$ cat src/rtl/product_accumulator.sv
// product_accumulator: sums COUNT unsigned 8-bit products into an ACC_WIDTH-bit
// accumulator. After the last product of a batch it holds the result until the
// consumer takes it.
// Build option: PRODUCT_ACCUMULATOR_SATURATE_EN makes the accumulator clamp at
// all-ones on overflow. Without it the accumulator wraps modulo 2^ACC_WIDTH.
module product_accumulator #(
  parameter int COUNT     = 4,
  parameter int ACC_WIDTH = 10
) (
  input  logic                 Clock,
  input  logic                 Reset_n,
  input  logic [7:0]           Product_In,
  input  logic                 Product_Valid_In,
  output logic                 Product_Ready_Out,
  input  logic                 Clear_In,
  output logic [ACC_WIDTH-1:0] Sum_Out,
  output logic                 Sum_Valid_Out,
  input  logic                 Sum_Ready_In,
  output logic                 Overflow_Out,
  output logic [4:0]           Count_Out
);

  typedef enum logic {
    ACCUM = 1'b0,
    HOLD  = 1'b1
  } state_t;

  localparam logic [4:0] LAST_IDX = 5'(COUNT - 1);

  state_t               state;
  logic [ACC_WIDTH-1:0] acc;
  logic [ACC_WIDTH-1:0] acc_next;
  logic [ACC_WIDTH:0]   sum_ext;
  logic                 carry;
  logic [4:0]           cnt;
  logic                 ovf;

  // Extended-width add exposes the carry out of the accumulator.
  always_comb begin
    sum_ext = {1'b0, acc} + {{(ACC_WIDTH - 7){1'b0}}, Product_In};
    carry   = sum_ext[ACC_WIDTH];
`ifdef PRODUCT_ACCUMULATOR_SATURATE_EN
    acc_next = carry ? '1 : sum_ext[ACC_WIDTH-1:0];
`else
    acc_next = sum_ext[ACC_WIDTH-1:0];
`endif
  end

  // Batch state: accept products in ACCUM, present the result in HOLD.
  always_ff @(posedge Clock or negedge Reset_n) begin
    if (!Reset_n) begin
      state <= ACCUM;
      acc   <= '0;
      cnt   <= '0;
      ovf   <= 1'b0;
    end else if (Clear_In) begin
      state <= ACCUM;
      acc   <= '0;
      cnt   <= '0;
      ovf   <= 1'b0;
    end else begin
      case (state)
        ACCUM: begin
          if (Product_Valid_In) begin
            acc <= acc_next;
            cnt <= cnt + 5'd1;
            if (carry) begin
              ovf <= 1'b1;
            end
            if (cnt == LAST_IDX) begin
              state <= HOLD;
            end
          end
        end
        HOLD: begin
          if (Sum_Ready_In) begin
            state <= ACCUM;
            acc   <= '0;
            cnt   <= '0;
            ovf   <= 1'b0;
          end
        end
        default: state <= ACCUM;
      endcase
    end
  end

  // All outputs come straight from registered state.
  always_comb begin
    Product_Ready_Out = (state == ACCUM);
    Sum_Valid_Out     = (state == HOLD);
    Sum_Out           = acc;
    Overflow_Out      = ovf;
    Count_Out         = cnt;
  end

endmodule

$ cat config.mk
export PLATFORM = sky130hd
export DESIGN_NAME = product_accumulator
export DESIGN_NICKNAME = d
export VERILOG_FILES = /design/src/rtl/product_accumulator.sv
export SDC_FILE = /design/constraint.sdc
export NUM_CORES = 1
export LEC_CHECK = 0
export CAP_MARGIN = 20
export CELL_PAD_IN_SITES_DETAIL_PLACEMENT = 1
export CELL_PAD_IN_SITES_GLOBAL_PLACEMENT = 1
export CORE_ASPECT_RATIO = 1.2
export CORE_MARGIN = 2
export CORE_UTILIZATION = 35
export CTS_CLUSTER_SIZE = 10
export DETAILED_ROUTE_END_ITERATION = 8
export PLACE_DENSITY = 0.86
export SLEW_MARGIN = 20
export SYNTH_ARGS = -nofsm -noshare
export SYNTH_HDL_FRONTEND = slang
export SYNTH_SLANG_ARGS = --single-unit
$ cat constraint.sdc
create_clock -name Clock -period 2.42 [get_ports Clock]
set_input_delay 0.484 -clock Clock [delete_from_list [all_inputs] [get_ports Clock]]
set_output_delay 0.484 -clock Clock [all_outputs]
set_load 0.02 [all_outputs]
# Word-level counts from Yosys, hierarchy flattened
# Index checks and enable logic that the tools add are counted.
op_classes:
  n_addsub: 2
  muxes: 18
  n_reduce_logical: 2
  eq_ne: 4
  bitwise_logic: 1
ops:
  columns: ["operator", "n"]
  rows:
  - ["10-bit two-way mux", 3]
  - ["10-bit case mux with 2 select lines", 1]
  - ["5-bit two-way mux", 3]
  - ["10-bit by 8-bit adder with 11-bit output", 1]
  - ["5-bit case mux with 2 select lines", 1]
  - ["1-bit two-way mux", 8]
  - ["5-bit by 1-bit adder with 5-bit output, second input constant", 1]
  - ["5-bit by 2-bit equality test with 1-bit output, second input constant", 1]
  - ["1-bit case mux with 2 select lines", 2]
  - ["3-bit by 1-bit inequality test with 1-bit output, second input constant", 1]
  - ["3-bit by 2-bit inequality test with 1-bit output, second input constant", 1]
  - ["3-bit inequality test, second input constant", 1]
  - ["3-bit AND reduction", 1]
  - ["2-bit AND reduction", 1]
  - ["1-bit NOT", 1]
totals:
  inputBits: 13
  output_inout_bits: 18
  reg_bits: 17
  elab_cells: 31

# Logic depth before layout (Yosys ltp)
# Gate-level depths: netlist of run 1.
depth:
  ltp_word: 5
  ltp_mapped: 8
  mapped_depth_nobuf: 8

# Least setup slack after synthesis of run 1
# No wires, ideal clock.
synth_timing:
  path_kind: "reg2reg"
  start: "register acc[0], in the netlist Sum_Out[0]"
  end: "register acc[8], in the netlist Sum_Out[8]"
  stages_incl_launch_ff: 9
  setup_time_ns: 0.125
  n_path_buf: 0
  arrival_time_ns: 1.795
  period_less_slack_ns: 1.920
  required_time_ns: 2.295
  slack_ns: 0.500
  path_cell_list: "dfrtp_1 -> ha_1 -> inv_1 -> fa_1 -> and2b_1 -> o2111ai_1 -> a21oi_1 -> o21ai_1 -> mux2i_1"
synth_via:
  elab_chain_cells: 4
synth_rtl:
  columns: ["element", "line_no", "rtl"]
  rows:
  - ["from (decl)", "31", "logic [ACC_WIDTH-1:0] acc;"]
  - ["from (signal assigned)", "65", "acc <= acc_next;"]
  - ["10-bit by 8-bit adder with 11-bit output", "40", "sum_ext = {1'b0, acc} + {{(ACC_WIDTH - 7){1'b0}}, Product_In};"]
  - ["10-bit two-way mux", "64", "if (Product_Valid_In) begin"]
  - ["10-bit case mux with 2 select lines", "62", "case (state)"]
  - ["10-bit two-way mux", "56", "end else if (Clear_In) begin"]
# Every way passes these cells. The select of a mux whose other input is x is not followed.
# A chain may end at the register's enable or synchronous reset.

# Worst setup path in the final report of run 1
layout_timing:
  start: "input Product_In[0]"
  end: "register acc[8], in the netlist Sum_Out[8]"
layout_via:
  elab_chain_cells: 4
layout_rtl:
  columns: ["element", "line_no", "rtl"]
  rows:
  - ["from (decl)", "12", "input logic [7:0] Product_In,"]
  - ["10-bit by 8-bit adder with 11-bit output", "40", null]
  - ["10-bit two-way mux", "64", null]
  - ["10-bit case mux with 2 select lines", "62", null]
  - ["10-bit two-way mux", "56", null]
# Every way passes these cells. The select of a mux whose other input is x is not followed.

==> impl_metrics.ini, run 1 <==
[floorplanning]
core_area_sq_um = 2838
boundaryPins = 31
die_x_microns = 54.23
dieArea_sq_um = 3486
die_height_microns = 64.28
start_util_pct = 37.35
rows = 21

[critical_path]
arrival_ns = 2.44
start_kind = primary input
required_ns = 2.65
cp_max_fo = 2
crit_type = primary input to register
end_kind = register
reg2reg_slack_ns = 0.47

[route]
via_per_inst = 5.318
vias = 952
wl_microns = 2773
remaining_drc_errors = 0
drt_pre_antenna_iters = 4
drtIter0Drc = 6
wl_per_cell_microns = 15.49
ant_nets = 0

[min_path]
hold_path_class = register to register

[clock_tree]
clk_pin_slew_ns = 0.11
cts_buffers = 3
cts_tree = done
h-tree-depth = 1
cts_buffer_depth = 2
hold_buffers = 0
cts_resized = 0
cts.sinks = 17
clk_latency_ns = 0.30
cts_setup_buffers = 0
root_buffer = clkbuf_4

[yosys]
syn_area_per_cell_sq_um = 9.634
yosysSeqAreaShare_pct = 40.14
yosysWarnings = 0
ys_top_cells_by_area = dfrtp_1 40%, ha_1 11%, nand2_1 6.0%
yosysTopAreaCellShare_pct = 40.14
syn_area_sq_um = 1060
synth_fp_nets = 133
synth_cell_types = 29
synth_top_cell_by_area = dfrtp_1
synth-seq-cells = 17
synthCells = 110

[global_routing]
grt_util_met2_pct = 33.28
gr-usage-met1_pct = 21.64
grt_pass1_wl_microns = 4726
grt.overflow.total = 0
use_met3_pct = 2.103
antenna_found_initial = 0
grt_busiest_layer = met2
gr-usage-all-layers_pct = 18.70
grt_pass1_vias = 1064
grt_max_degree = 18

[sta]
slew_headroom_pct = 46.11
setup_viol = 0
fin_worst_skew_ns = 0.008361
timing_worst_slew_pin_value_ns = 0.8059
rsz0062_at_grt = no
hold_viol_final = 0
setup-tns-final_ns = 0
finalMaxSlewViolations = 0
fmax_mhz = 451.6
whs_ns = 0.5294
period_needed_ns = 2.214
post-route-period-util_pct = 91.50
timing.final.ws_setup_ns = 0.2056

[power_and_ir_drop]
ir_worst_vdd_mv = 0.2918
p_leak_uw = 0.0006549
p_per_area_nw_per_um2 = 564.7
total_power_uw = 811.8

[final_layout]
final_cell_mix = 30 x clkdlybuf4s50_1, 17 x dfrtp_1, 17 x nand2_1
fillCellCount = 355
antenna_cells = 0
multiInputGateArea_sq_um = 615.6
final_common_cell = clkdlybuf4s50_1
nNetsFinal = 169
seq_area_sq_um = 425.4
stdcell_area_sq_um = 1438
syn_to_final_growth_pct = 35.66
final_layout_size_suffix_gt1_share_pct = 7.586

[run]
maxCapViolations = 0

[placed_design]
io_buffers = 30
dp_slack_ns = -0.1466
routabilityCongestion = 0.8381
hpwlAfterDp_microns = 2169
place_area_sq_um = 1410

[outcome]
status = complete, no violations
state kept, by name, summed over array words and instances, names as in the netlist:
register,count
Count_Out,5
Overflow_Out,1
Sum_Out,10
Sum_Valid_Out,1
path summary, 6_finish.rpt:
check                         startpoint          to  cells after the start
setup / recovery           Product_In[0]  Sum_Out[8]                      9
hold / removal                Sum_Out[3]  Sum_Out[3]                      2
setup reg to reg              Sum_Out[0]  Sum_Out[8]                      8
hold reg to reg               Sum_Out[3]  Sum_Out[3]                      2
max in group asynchronous        Reset_n  Sum_Out[1]                      1
min in group asynchronous        Reset_n  Sum_Out[5]                      1
worst max-delay path, stage by stage:
cell,delay (ns)
clkdlybuf4s50_1,0.46
ha_1,0.17
inv_1,0.06
fa_1,0.38
and2b_1,0.22
o2111ai_1,0.13
a21oi_1,0.25
o21ai_1,0.10
mux2i_1,0.19
logic make-up after synthesis:
logic type      share of synthesized area (%)
simple gates                            15.82
compound gates                          20.43
flops                                   40.14
fa+ha+maj                               12.52
xor+xnor                                7.437
buf+inv                                 1.771
mux                                     1.889
where the power goes:
| group | internal, uW | switching [uW] | leakage (uW) | total [uW] |
|---|---|---|---|---|
| registers | 311 | 24.9 | 0.000230 | 336 |
| clock network | 61.7 | 99.7 | 0.0000177 | 161 |
| logic | 150 | 165 | 0.000407 | 315 |
synth_stat cells:
| library cell | instances |
|---|---|
| o21ai_0 | 8 |
| nor3_1 | 3 |
| a21oi_1 | 4 |
| xnor2_1 | 4 |
| a21oi_4 | 1 |
| nand4_1 | 2 |
| or2b_1 | 1 |
| nand3_1 | 2 |
| fa_1 | 1 |
| nor2_1 | 7 |
| o211a_1 | 1 |
| o21ai_1 | 2 |
| mux2i_1 | 2 |
| o21ai_2 | 1 |
| nand2_1 | 17 |
| a21oi_2 | 3 |
| dfrtp_1 | 17 |
| a22o_1 | 2 |
| ha_1 | 9 |
| o22ai_1 | 1 |
| a31oi_1 | 1 |
| xor2_1 | 5 |
| nor4_1 | 1 |
| and2b_1 | 1 |
| nand2b_1 | 3 |
| a21o_1 | 4 |
| o41ai_2 | 1 |
| inv_1 | 5 |
| o2111ai_1 | 1 |
metal layers:
layer	vias to the layer above	part of all wire, %
met2	27	53
met4	0	1.8
met3	5	4.9
li1	462	-
met5	-	0
met1	458	40
stage by stage:
stage,cells,utilization [%]
after CTS,179,50.66
after global placement,175,49.69
after global routing,179,50.66
after floorplan,110,-
after detailed placement,175,49.69
final,179,50.66
layout make-up:
cell class                 count  area share [%]
inverter                       5           1.305
tap                           34           2.959
clock buffer                   3           1.567
multi-input combinational     88           42.82
clock inverter                 1          0.3481
timing repair buffer          31           21.41
sequential                    17           29.59
No activity file was read; power rests on OpenSTA's default activity.
==> run 2, diff against run 1 <==
Settings changed: ABC_AREA set to 1, CORE_UTILIZATION 35 to 34, SKIP_CTS_REPAIR_TIMING set to 1.
==> impl_metrics.ini, run 2 <==
[placed_design]
hpwlAfterDp_microns = 2547
routabilityCongestion = 0.9088
io_buffers = 30
place_inst = 219

[sta]
slew_headroom_pct = 74.70
fmax_mhz = 471.1
period_needed_ns = 2.123
setup-tns-final_ns = 0
setup_viol = 0
timing_worst_slew_pin_value_ns = 0.3795
finalMaxSlewViolations = 0
rsz0062_at_grt = no
hold_viol_final = 0
fin_worst_skew_ns = 0.007340
post-route-period-util_pct = 87.72

[global_routing]
grt.overflow.total = 0
antenna_found_initial = 0
grt_pass1_wl_microns = 5513
grt_pass1_vias = 1253
gr-usage-all-layers_pct = 18.68
grt_max_degree = 18

[clock_tree]
clk_pin_slew_ns = 0.08
cts.sinks = 17
root_buffer = clkbuf_8
cts_tree = done
cts_buffers = 3
h-tree-depth = 1
cts_buffer_depth = 2
clk_latency_ns = 0.26

[yosys]
synth_top_cell_by_area = dfrtp_1
yosys.cell_count.top_type = nand2_1
yosys-top-cells-count = 42 x nand2_1, 18 x inv_1, 17 x dfrtp_1, 12 x nand3_1, 11 x nor2_1
syn_area_per_cell_sq_um = 7.590
yosysWarnings = 0
ys_async_sr_fraction_pct = 100.0
synth-edff-count = 0
yosysSeqAreaShare_pct = 37.12
synth_cell_types = 25
synthCells = 151
yosysTopAreaCellShare_pct = 37.12
synth-seq-cells = 17
synth_fp_nets = 174
ys_top_cells_by_area = dfrtp_1 37%, nand2_1 14%, ha_1 9.8%
syn_area_sq_um = 1146
ys.flop_type = dfrtp_1

[critical_path]
reg2reg_depth = 12
crit_type = primary input to register
r2r_start = Sum_Out[0]
required_ns = 2.60
cp-endpoint = Sum_Out[8]
critPathLaunch = Product_In[0]
reg2reg_slack_ns = 0.58
r2r_end = Sum_Out[8]
cp_max_fo = 3
end_kind = register
arrival_ns = 2.30
start_kind = primary input

[outcome]
status = complete, no violations

[route]
drtIter0Drc = 28
vias = 1149
wl_met2_microns = 1613
ant_nets = 0
wl_met1_microns = 1373
wl_met3_microns = 122
remaining_drc_errors = 0
drt_pre_antenna_iters = 4
wl_microns = 3186
via_per_inst = 5.152
wl_per_cell_microns = 14.29
top_layer = met4

[floorplanning]
die_height_microns = 67.60
start_util_pct = 34.94
boundaryPins = 31
die_x_microns = 57
dieArea_sq_um = 3853
rows = 23
core_area_sq_um = 3281

[power_and_ir_drop]
ir_worst_vdd_mv = 0.3563
p_leak_uw = 0.0007448
p_sw_uw = 378.3
pwr-share-clk_pct = 22.6
seqPwrFrac_pct = 36.6
internal_power_uw = 617.2
p_per_area_nw_per_um2 = 645.8
comb_power_share_pct = 40.8
switching_share_pct = 38.00

[min_path]
hold_path_class = register to register

[final_layout]
largest_register_ffs = 10
syn_to_final_growth_pct = 34.50
instances_no_fill = 223
final_layout_size_suffix_gt1_share_pct = 9.140
nNetsFinal = 210
seq_area_sq_um = 425.4
final_common_cell = nand2_1
multiInputGateArea_sq_um = 630.6
fillCellCount = 434
final_util_pct = 46.99
antenna_cells = 0
final_cell_mix = 42 x nand2_1, 30 x clkdlybuf4s50_1, 18 x inv_1

[run]
maxCapViolations = 0
run 2: logic make-up (layout without fill, tap and decap cells):
family                     Yosys count  after routing  synth area share, %
and+or+nand+nor                     75             75                29.59
AOI/OAI and AO/OA                   25             25                12.34
buffers and inverters               22             57                7.860
DFF                                 17             17                37.12
adders and majority gates           10             10                11.57
xor gates and xnor gates             2              2                1.529
run 2: how the worst min path moves through the flow:
stage,start,slack [ns],to,depth (start not counted)
finish,Sum_Out[5],0.53,Sum_Out[5],2
global route,Count_Out[4],0.56,Sum_Valid_Out,1
CTS,Sum_Out[5],0.53,Sum_Out[5],2
detailed placement,Count_Out[4],0.51,Sum_Valid_Out,1
global placement,Sum_Out[5],0.49,Sum_Out[5],2
floorplan,Reset_n,0.19,Count_Out[0],0
run 2: final cells by class:
cell class,count,area share (%)
multi-input cells,112,40.91
inverters,21,5.114
flip-flops and latches,17,27.60
well taps,37,3.003
repair buffers,32,20.45
clock buffers,4,2.922
run 2: layer usage:
| metal | track usage (%) | vias up |
|---|---|---|
| met5 | 0 | - |
| met4 | 7.849 | 0 |
| met3 | 3.257 | 10 |
| met2 | 34.77 | 31 |
| met1 | 20.92 | 549 |
| li1 | - | 559 |
run 2: power groups by stage:
stage          registers [uW]  logic (uW)  clock network (uW)
2_1_floorplan             410         198                   0
3_3_place_gp              367         393                   0
3_5_place_dp              370         408                   0
4_1_cts                   366         413                 228
5_1_grt                   372         454                 241
6_report                  365         406                 224
run 2: through the flow:
| stage | hold WS (ns) | cell area, sq um | setup slack (ns) | power, uW |
|---|---|---|---|---|
| finish | 0.5277 | 1541 | 0.2972 | 995.5 |
| global route | 0.5558 | 1541 | 0.1465 | 1067 |
| CTS | 0.5298 | 1541 | 0.3011 | 1007 |
| detailed placement | 0.5079 | 1496 | 0.04987 | 778.7 |
| global placement | 0.4931 | 1496 | 0.1686 | 760.3 |
| floorplan | 0.1884 | 1146 | 0.6940 | 608.4 |
run 2: critical path: stages:
cell and delay (ns):
clkdlybuf4s50_1 0.46, ha_1 0.19, inv_1 0.07, fa_1 0.37, inv_1 0.11, nand3_1 0.07
nand2_1 0.12, nand2_1 0.08, nand2_2 0.09, nand2_1 0.05, nand2_1 0.05, nand2_1 0.05
nor2_1 0.09
==> run 3, diff against run 2 <==
Settings changed: CORE_MARGIN 2 to 8.
==> impl_metrics.ini, run 3 (synthesis results as in run 2) <==
[critical_path]
crit_family = buffers and inverters
crit_type = primary input to register
cpMostUsedCell = nand2_1
crit_path_max_incr_delay_ns = 0.46
start_kind = primary input
end_kind = register
r2r_start = Sum_Out[0]
reg2reg_slack_ns = 0.62
cp_max_fo = 3
arrival_ns = 2.28
reg2reg_depth = 12
cpMaxStageDelayCell = clkdlybuf4s50_1
required_ns = 2.60
path_buf_inv = 3
r2r_end = Sum_Out[8]
crit_chain = clkdlybuf4s50_1 -> ha_1 -> inv_1 -> fa_1 -> inv_1 -> nand3_1 -> nand2_1 -> nand2_1 -> nand2_2 -> nand2_1 -> nand2_1 -> nand2_1 -> nor2_1

[final_layout]
final_cell_mix = 42 x nand2_1, 30 x clkdlybuf4s50_1, 18 x inv_1
antenna_cells = 0
final_util_pct = 46.99
fillCellCount = 421
instances_no_fill = 223
nNetsFinal = 210
final_layout_size_suffix_gt1_share_pct = 9.140
largest_register_ffs = 10
final_common_cell = nand2_1
syn_to_final_growth_pct = 34.50

[min_path]
min-delay-start = Count_Out[4]
hold_end = Sum_Valid_Out
hold_path_class = register to register
min_path_cells = 1

[global_routing]
grt.overflow.total = 0
antenna_found_initial = 0
grt_pass1_vias = 1306
grt_pass1_wl_microns = 5644
gr-usage-all-layers_pct = 12.30
grt_max_degree = 18

[floorplanning]
core_area_sq_um = 3281
dieArea_sq_um = 5492
start_util_pct = 34.94
die_x_microns = 69
boundaryPins = 31
rows = 23
die_height_microns = 79.60

[sta]
fmax_mhz = 477.0
slew_headroom_pct = 73.44
setup-tns-final_ns = 0
whs_ns = 0.5269
hold_viol_final = 0
fin_worst_skew_ns = 0.004440
post-route-period-util_pct = 86.62
rsz0062_at_grt = no
finalMaxSlewViolations = 0
period_needed_ns = 2.096
setup_viol = 0
timing_worst_slew_pin_value_ns = 0.3983

[route]
drtIter0Drc = 37
wl_microns = 3294
vias = 1118
remaining_drc_errors = 0
wl_per_cell_microns = 14.77
drt_pre_antenna_iters = 4
ant_nets = 0
via_per_inst = 5.013

[outcome]
status = complete, no violations

[placed_design]
routabilityCongestion = 0.8914
io_buffers = 30
place_inst = 219
hpwlAfterDp_microns = 2777

[power_and_ir_drop]
p_per_area_nw_per_um2 = 640.3
total_power_uw = 987.1
ir_worst_vdd_mv = 0.3460
p_leak_uw = 0.0007448

[clock_tree]
cts_buffers = 3
root_buffer = clkbuf_8
cts_tree = done
clk_pin_slew_ns = 0.07
cts_buffer_depth = 2
cts.sinks = 17
clk_latency_ns = 0.25
h-tree-depth = 1

[run]
maxCapViolations = 0
==> run 3: cell counts in the layout (fill, tap and decap cells not counted) <==
Identical to the previous run, type by type.
==> run 3: power by group <==
part | internal [uW] | switching [uW] | total [uW]
registers | 323 | 40.9 | 364
logic | 177 | 231 | 407
clock network | 117 | 98.8 | 216
total | 617 | 370 | 987
==> run 3: worst reg2reg max path: stages (launching register included) <==
cell and delay [ns]:
dfrtp_1 0.38, ha_1 0.20, inv_1 0.07, fa_1 0.36, inv_1 0.10, nand3_1 0.08
nand2_1 0.14, nand2_1 0.08, nand2_2 0.09, nand2_1 0.05, nand2_1 0.06, nand2_1 0.05
nor2_1 0.08
==> run 3: cell type report <==
type | count | area, sq um | area share, %
well taps | 37 | 46.29 | 3.003
clock buffers | 4 | 45.04 | 2.922
flip-flops and latches | 17 | 425.4 | 27.60
multi-input cells | 112 | 630.6 | 40.91
repair buffers | 32 | 315.3 | 20.45
inverters | 21 | 78.83 | 5.114
==> run 3: worst max path at each step <==
stage / startpoint / endpoint / slack [ns] / depth (start not counted)
floorplan: Sum_Out[0] / Sum_Out[8] / 0.69 / 11
global placement: Product_In[0] / Sum_Out[8] / 0.17 / 12
detailed placement: Product_In[0] / Sum_Out[8] / 0.06 / 12
CTS: Product_In[0] / Sum_Out[8] / 0.32 / 13
global route: Product_In[0] / Sum_Out[8] / 0.21 / 13
finish: Product_In[0] / Sum_Out[8] / 0.32 / 13
==> run 3: metal layers <==
| layer | track usage [%] | wire, microns | vias up |
|---|---|---|---|
| met2 | 23.82 | 1721 | 23 |
| met1 | 12.39 | 1370 | 532 |
| met3 | 3.109 | 163 | 5 |
| li1 | - | - | 558 |
| met4 | 4.312 | 39 | 0 |
| met5 | 0 | 0 | - |
==> run 3: per-stage QoR <==
step | setup slack, ns | cell area, sq um
2_1_floorplan | 0.6940 | 1146
3_3_place_gp | 0.1674 | 1496
3_5_place_dp | 0.05622 | 1496
4_1_cts | 0.3219 | 1541
5_1_grt | 0.2067 | 1541
6_report | 0.3238 | 1541
